===== config.mk =====
export PLATFORM = sky130hd
export DESIGN_NAME = operand_fetch
export DESIGN_NICKNAME = d
export VERILOG_FILES = /design/src/rtl/mcu51_pkg.sv /design/src/rtl/bit_addr_map.sv /design/src/rtl/operand_fetch.sv
export SDC_FILE = /design/constraint.sdc
export NUM_CORES = 1
export LEC_CHECK = 0
export CAP_MARGIN = 20
export CORE_UTILIZATION = 47
export DETAILED_ROUTE_END_ITERATION = 8
export PLACE_DENSITY = 0.85
export SETUP_SLACK_MARGIN = 0.1
export SLEW_MARGIN = 20
export SYNTH_ARGS = -nofsm -noshare
export SYNTH_HDL_FRONTEND = slang
export SYNTH_SLANG_ARGS = --single-unit

===== constraint.sdc =====
create_clock -name clk -period 3.91 [get_ports clk]
set_input_delay 0.5865 -clock clk [delete_from_list [all_inputs] [get_ports clk]]
set_output_delay 0.5865 -clock clk [all_outputs]
set_load 0.005 [all_outputs]

===== src/rtl/mcu51_pkg.sv =====
// Shared definitions for the 8051 operand fetch stage: addressing-mode
// encodings, well-known SFR addresses and the fetch FSM state encoding.
package mcu51_pkg;

  // Source addressing modes as delivered by the decoder
  typedef enum logic [2:0] {
    SRC_NONE = 3'd0,
    SRC_IMM  = 3'd1,
    SRC_DIR  = 3'd2,
    SRC_IND  = 3'd3,
    SRC_REG  = 3'd4,
    SRC_BIT  = 3'd5
  } src_mode_e;

  // Operand fetch sequencer states
  typedef enum logic [2:0] {
    ST_IDLE   = 3'd0,
    ST_RD_PTR = 3'd1,
    ST_WT_PTR = 3'd2,
    ST_RD_DAT = 3'd3,
    ST_WT_DAT = 3'd4,
    ST_HOLD   = 3'd5
  } fetch_state_e;

  // SFRs whose live values arrive on dedicated inputs, so no RAM read is needed
  localparam logic [7:0] SFR_ACC = 8'hE0;
  localparam logic [7:0] SFR_B   = 8'hF0;
  localparam logic [7:0] SFR_PSW = 8'hD0;

  // First byte of the bit-addressable internal RAM area
  localparam logic [7:0] BIT_AREA_BASE = 8'h20;

  // Encodings 6 and 7 are unused by the decoder and behave like NONE
  function automatic src_mode_e decode_src_mode(input logic [2:0] raw);
    case (raw)
      3'd1, 3'd2, 3'd3, 3'd4, 3'd5: return src_mode_e'(raw);
      default:                      return SRC_NONE;
    endcase
  endfunction

  // Byte address of register R<idx> in the bank selected by PSW.RS1:RS0
  function automatic logic [7:0] bank_reg_addr(input logic [7:0] psw,
                                               input logic [2:0] idx);
    return {3'b000, psw[4:3], idx};
  endfunction

endpackage


===== src/rtl/bit_addr_map.sv =====
// Maps an 8051 bit address onto the byte that holds it. Bit addresses
// below 0x80 live in the 0x20..0x2F RAM area; the rest are bits of the
// SFRs whose address is a multiple of 8.
module bit_addr_map
  import mcu51_pkg::*;
(
  input  logic [7:0] bit_addr,
  output logic [7:0] byte_addr,
  output logic [2:0] bit_index,
  output logic       is_sfr
);

  // Pure address arithmetic, no state
  always_comb begin
    bit_index = bit_addr[2:0];
    is_sfr    = bit_addr[7];
    if (bit_addr[7]) begin
      byte_addr = {bit_addr[7:3], 3'b000};
    end else begin
      byte_addr = BIT_AREA_BASE + {4'b0000, bit_addr[6:3]};
    end
  end

endmodule


===== src/rtl/operand_fetch.sv =====
// Operand fetch stage of the 8051 core. Takes one decoded instruction,
// resolves its source operand (immediate, direct, register, indirect or
// bit addressing) through a 1-cycle RAM/SFR read port, and presents the
// operands to execute under a valid/ready handshake.
module operand_fetch
  import mcu51_pkg::*;
#(
  parameter int RAM_LAT = 1
) (
  input  logic       clk,
  input  logic       rst_n,
  input  logic       flush,
  input  logic       in_valid,
  output logic       in_ready,
  input  logic [7:0] instruction_in,
  input  logic [7:0] operand_in,
  input  logic [2:0] src_mode,
  input  logic [3:0] alu_op_in,
  input  logic [7:0] acc_in,
  input  logic [7:0] b_reg_in,
  input  logic [7:0] psw_in,
  output logic       ram_rd_en,
  output logic [7:0] ram_addr,
  output logic       ram_sfr,
  input  logic [7:0] ram_rdata,
  output logic       out_valid,
  input  logic       out_ready,
  output logic [7:0] a_data,
  output logic [7:0] b_data,
  output logic [2:0] bit_location,
  output logic [3:0] alu_op,
  output logic [7:0] instruction,
  output logic [7:0] psw_out,
  output logic [7:0] operand_addr
);

  // The WT_* states assume read data arrives exactly one cycle after the strobe
  if (RAM_LAT != 1) begin : g_bad_ram_lat
    $error("operand_fetch only supports RAM_LAT == 1");
  end

  fetch_state_e state_q;
  fetch_state_e state_d;
  src_mode_e    mode;

  logic       accept;
  logic       load_ptr;
  logic       load_data;

  logic [7:0] bit_byte_addr;
  logic [2:0] bit_idx;
  logic       bit_sfr;

  fetch_state_e res_next;
  logic [7:0]   res_b;
  logic [7:0]   res_op_addr;
  logic [2:0]   res_bit;
  logic         res_rd_load;
  logic [7:0]   res_rd_addr;
  logic         res_rd_sfr;

  assign mode = decode_src_mode(src_mode);

  bit_addr_map u_bit_map (
    .bit_addr  (operand_in),
    .byte_addr (bit_byte_addr),
    .bit_index (bit_idx),
    .is_sfr    (bit_sfr)
  );

  // Work out, from the instruction on the inputs, everything captured on accept
  always_comb begin
    res_next    = ST_HOLD;
    res_b       = 8'h00;
    res_op_addr = 8'h00;
    res_bit     = 3'd0;
    res_rd_load = 1'b0;
    res_rd_addr = 8'h00;
    res_rd_sfr  = 1'b0;
    case (mode)
      SRC_IMM: begin
        res_b = operand_in;
      end
      SRC_DIR: begin
        res_op_addr = operand_in;
        if (operand_in == SFR_ACC) begin
          res_b = acc_in;
        end else if (operand_in == SFR_B) begin
          res_b = b_reg_in;
        end else if (operand_in == SFR_PSW) begin
          res_b = psw_in;
        end else begin
          res_next    = ST_RD_DAT;
          res_rd_load = 1'b1;
          res_rd_addr = operand_in;
          res_rd_sfr  = operand_in[7];
        end
      end
      SRC_REG: begin
        res_next    = ST_RD_DAT;
        res_rd_load = 1'b1;
        res_rd_addr = bank_reg_addr(psw_in, instruction_in[2:0]);
        res_op_addr = bank_reg_addr(psw_in, instruction_in[2:0]);
      end
      SRC_BIT: begin
        res_next    = ST_RD_DAT;
        res_rd_load = 1'b1;
        res_rd_addr = bit_byte_addr;
        res_rd_sfr  = bit_sfr;
        res_op_addr = bit_byte_addr;
        res_bit     = bit_idx;
      end
      SRC_IND: begin
        // The pointer register is always read from IRAM; the final
        // operand address is only known once the pointer comes back.
        res_next    = ST_RD_PTR;
        res_rd_load = 1'b1;
        res_rd_addr = bank_reg_addr(psw_in, {2'b00, instruction_in[0]});
      end
      default: begin
        res_b = 8'h00;
      end
    endcase
  end

  // State register; reset aborts any fetch in progress
  always_ff @(posedge clk or negedge rst_n) begin
    if (!rst_n) begin
      state_q <= ST_IDLE;
    end else begin
      state_q <= state_d;
    end
  end

  // Next-state sequencing and datapath load strobes; flush overrides everything
  always_comb begin
    state_d   = state_q;
    accept    = 1'b0;
    load_ptr  = 1'b0;
    load_data = 1'b0;
    if (flush) begin
      state_d = ST_IDLE;
    end else begin
      case (state_q)
        ST_IDLE: begin
          if (in_valid) begin
            accept  = 1'b1;
            state_d = res_next;
          end
        end
        ST_RD_PTR: state_d = ST_WT_PTR;
        ST_WT_PTR: begin
          load_ptr = 1'b1;
          state_d  = ST_RD_DAT;
        end
        ST_RD_DAT: state_d = ST_WT_DAT;
        ST_WT_DAT: begin
          load_data = 1'b1;
          state_d   = ST_HOLD;
        end
        ST_HOLD: begin
          if (out_ready) begin
            state_d = ST_IDLE;
          end
        end
        default: state_d = ST_IDLE;
      endcase
    end
  end

  assign in_ready  = (state_q == ST_IDLE);
  assign out_valid = (state_q == ST_HOLD);
  assign ram_rd_en = (state_q == ST_RD_PTR) || (state_q == ST_RD_DAT);

  // Read port address: set on accept, then retargeted to the pointer for @Ri
  always_ff @(posedge clk or negedge rst_n) begin
    if (!rst_n) begin
      ram_addr <= 8'h00;
      ram_sfr  <= 1'b0;
    end else if (accept && res_rd_load) begin
      ram_addr <= res_rd_addr;
      ram_sfr  <= res_rd_sfr;
    end else if (load_ptr) begin
      ram_addr <= ram_rdata;
      ram_sfr  <= 1'b0;
    end
  end

  // Execute-facing operand registers, held steady while waiting in HOLD
  always_ff @(posedge clk or negedge rst_n) begin
    if (!rst_n) begin
      a_data       <= 8'h00;
      b_data       <= 8'h00;
      bit_location <= 3'd0;
      alu_op       <= 4'h0;
      instruction  <= 8'h00;
      psw_out      <= 8'h00;
      operand_addr <= 8'h00;
    end else if (accept) begin
      a_data       <= acc_in;
      b_data       <= res_b;
      bit_location <= res_bit;
      alu_op       <= alu_op_in;
      instruction  <= instruction_in;
      psw_out      <= psw_in;
      operand_addr <= res_op_addr;
    end else if (load_ptr) begin
      operand_addr <= ram_rdata;
    end else if (load_data) begin
      b_data       <= ram_rdata;
    end
  end

endmodule


==> summary.txt <==
Status -> finished clean
Cells on worst reg2reg path -> 6
Post-synth top area cell -> dfrtp_1
Die height -> 82.6 um
Setup violations, final -> 0
Sw Share -> 30.4%
CTS tree -> built
Switching power total -> 0.000814 W
Synth Area in Simple Gates -> 26.0%
Most instantiated library cell after synthesis -> nand2_1
I/O Buffers -> 118
Core ar. -> 6310 um2
Worst skew pair latency -> 340 ps
1st-iter DRT viols -> 333
Post-synthesis cell area -> 3060 um2
CTS sink cnt -> 59
Max incr delay on CP -> 880 ps
CTS root buf -> clkbuf_8
Post-synthesis sequential area ratio -> 48.3%
CTS Buf Count -> 9
Die area -> 6830 um2
Final worst-path cycle share -> 64.2%
Slew headroom -> 40.3%
Compound-Gate Fraction of Synth Area -> 20.0%
Worst endpoint required time -> 4130 ps
Tmin final -> 2510 ps
Max_cap viols -> 0
Post-route core utilization -> 70.7%
# H-tree levels -> 3
Power Total -> 0.00267 W
Yosys cell types -> 51
I/O Pins -> 119
FMAX -> 0.399 GHz
CTS max path bufs -> 2
Worst-margin pin slew -> 893 ps
Sum of negative setup slack -> 0 ps
Critical-path cell list -> clkdlybuf4s50_1 > nor2_1 > nor3_1 > a221o_1 > nand2_1 > o22a_1
Critical Path AT -> 2730 ps
Crit start category -> input port
WS Path Type -> input port to flop
Post-DP HPWL -> 6750 um
R2r startpoint -> state_q[2]
Type of destination of the critical path -> flop
Final Hold Fails -> 0
XOR/XNOR share of the synthesized area -> 0%
Clock network power share -> 21.2%
Reg-to-Reg End -> operand_addr[3]
Area delta synth->final -> 46.0%
Synth Flop Type -> dfrtp_1
Post-Place Cells -> 534
Vias in the first global route -> 3060
Top post-synthesis cells by count -> nand2_1, dfrtp_1, nor2_1
Worst-case vdd ir drop -> 411 uV
Power per standard cell area -> 599 nW/um2
Synthesis Warnings -> 0
GP Congestion -> 0.946
Die width -> 82.6 um
Mux cell area share after synthesis -> 1.76%
Synthesized instance count -> 359
Reg2reg setup slack -> 1660 ps
Skew final -> 5.39 ps
Rows -> 29
Post-CTS Setup Inserts -> 0
# hold bufs at CTS -> 0
First-pass GRT wire length -> 14800 um
Post-CTS sizing -> 0
Post-synth EDFFs -> 0
Synth async-reset ratio -> 100%
Initial antenna violation count -> 0
Initial core utilization -> 48.4%
Clock Pin Slew Worst Setup and Hold Paths -> 60 ps
Post-route insts no fill -> 550
Combinational share of power -> 40.0%
First-pass DRT Iterations -> 7
Worst setup path endpoint -> ram_addr[1]
Synthesis-stage register bit count -> 59
Pint -> 0.00186 W
Total GRT Usage -> 29.7%
Synthesized area per cell -> 8.51 um2
Area contributors post-synth -> dfrtp_1, nand2_1, o21ai_0, a31oi_1, nand3_1
Drt via density -> 5.70
Final slew viol count -> 0
Routed WL -> 9240 um
N_diodes -> 0
Via count -> 3135
Layout Nets -> 528
Final ANT Viol Nets -> 0
Hold WC Path Type -> input port to async pin
Pleak -> 1.96 nW
Reg power frac -> 38.8%
RSZ-0062 raised after global routing -> false
DR DRC count -> 0
Adder-cell area share of the yosys netlist -> 0%
Post-synth top area share -> 48.3%
Crit path max fanout -> 16
Slowest cell on crit path -> clkdlybuf4s50_1
Syn_nets -> 419
DR WL/cell -> 16.8 um
Layout cells sized above 1 -> 6.55%
Crit path from -> operand_in[4]
GRT overflow -> 0
Largest net degree at the start of global routing -> 39
Largest family of logic cells by synthesized area -> simple AND/OR/NAND/NOR gates
## how the worst min path moves through the flow
stage                 endpoint  slack [ps]  cells after the start
2_1_floorplan        a_data[0]         290                      0
4_1_cts              a_data[6]         380                      1
3_3_place_gp         a_data[3]         460                      2
3_5_place_dp   bit_location[0]         460                      2
6_report             alu_op[1]         340                      1
5_1_grt              alu_op[1]         420                      1
## layout by cell type, fill, tap and decap left out, types with 2 or more instances in the layout
cell type	synthesis	layout
a21boi_0	2	2
nor3_1	4	4
inv_1	2	2
o221ai_1	5	5
nand2b_1	3	3
clkinv_2	0	2
a21o_1	6	6
a222oi_1	2	2
dfrtp_1	59	59
nand3_1	13	12
nand2_1	121	121
a22o_1	2	2
and3_1	4	3
a31oi_1	11	11
mux2_2	3	3
clkbuf_8	0	11
a211oi_1	5	5
a22oi_1	3	3
mux2i_1	2	2
nor2b_1	3	3
o211ai_1	2	2
clkdlybuf4s50_1	0	117
o21ai_0	14	14
o22ai_1	4	4
nor2_1	17	17
a32o_1	2	2
buf_4	0	5
a32oi_1	2	2
a2bb2oi_1	2	2
and2_1	5	5
nand3b_1	2	2
o21bai_1	3	3
a21oi_1	12	12
or4_1	2	2
## state kept, by name, indices dropped and copies added, names as in the netlist, 4 cells and up
name and cells:
alu_op 4, operand_addr 8, instruction 8, psw_out 8, a_data 8, b_data 8, ram_addr 8
## layout make-up
cell class	count	area, um2
clock inverters	4	48.8
clock buffers	12	155
repair buffers	123	1210
inverters	2	7.51
flip-flops and latches	59	1480
fillers	504	1850
multi-input cells	273	1470
well taps	77	96.3
## cells by family (layout without fill, tap and decap cells)
family,Yosys count,count (layout)
AOI/OAI and AO/OA,87,87
buffers and inverters,27,141
muxes,5,5
DFF,59,59
and+or+nand+nor,181,181
## power by group through the flow
stage,Sequential (W),Clock (W),Combinational (W)
6_report,0.00104,0.000568,0.00107
3_3_place_gp,0.00104,0,0.00105
5_1_grt,0.00107,0.000605,0.00118
2_1_floorplan,0.00103,0,0.000380
4_1_cts,0.00104,0.000572,0.00108
3_5_place_dp,0.00104,0,0.00107
## critical path: cells and delay by family
family / cells / cell delay [ps]
compound gates: 2 / 640
buf+inv: 1 / 880
simple gates: 3 / 630
## metrics by stage
step	hold slack, ps	worst slack (ps)	area (um2)
3_3_place_gp	459	1170	4260
5_1_grt	423	1170	4460
4_1_cts	379	1430	4460
3_5_place_dp	459	1070	4260
2_1_floorplan	291	2020	3060
6_report	343	1400	4460
## per-layer routing
| metal | share of wire, % | global-route usage [%] | wire [um] |
|---|---|---|---|
| met1 | 42 | 38.4 | 3890 |
| met4 | 2.6 | 13.1 | 241 |
| met2 | 47 | 47.3 | 4360 |
| met3 | 8.0 | 6.92 | 741 |
| met5 | 0 | 0 | 0 |
Power figures use the tool's default switching activity.
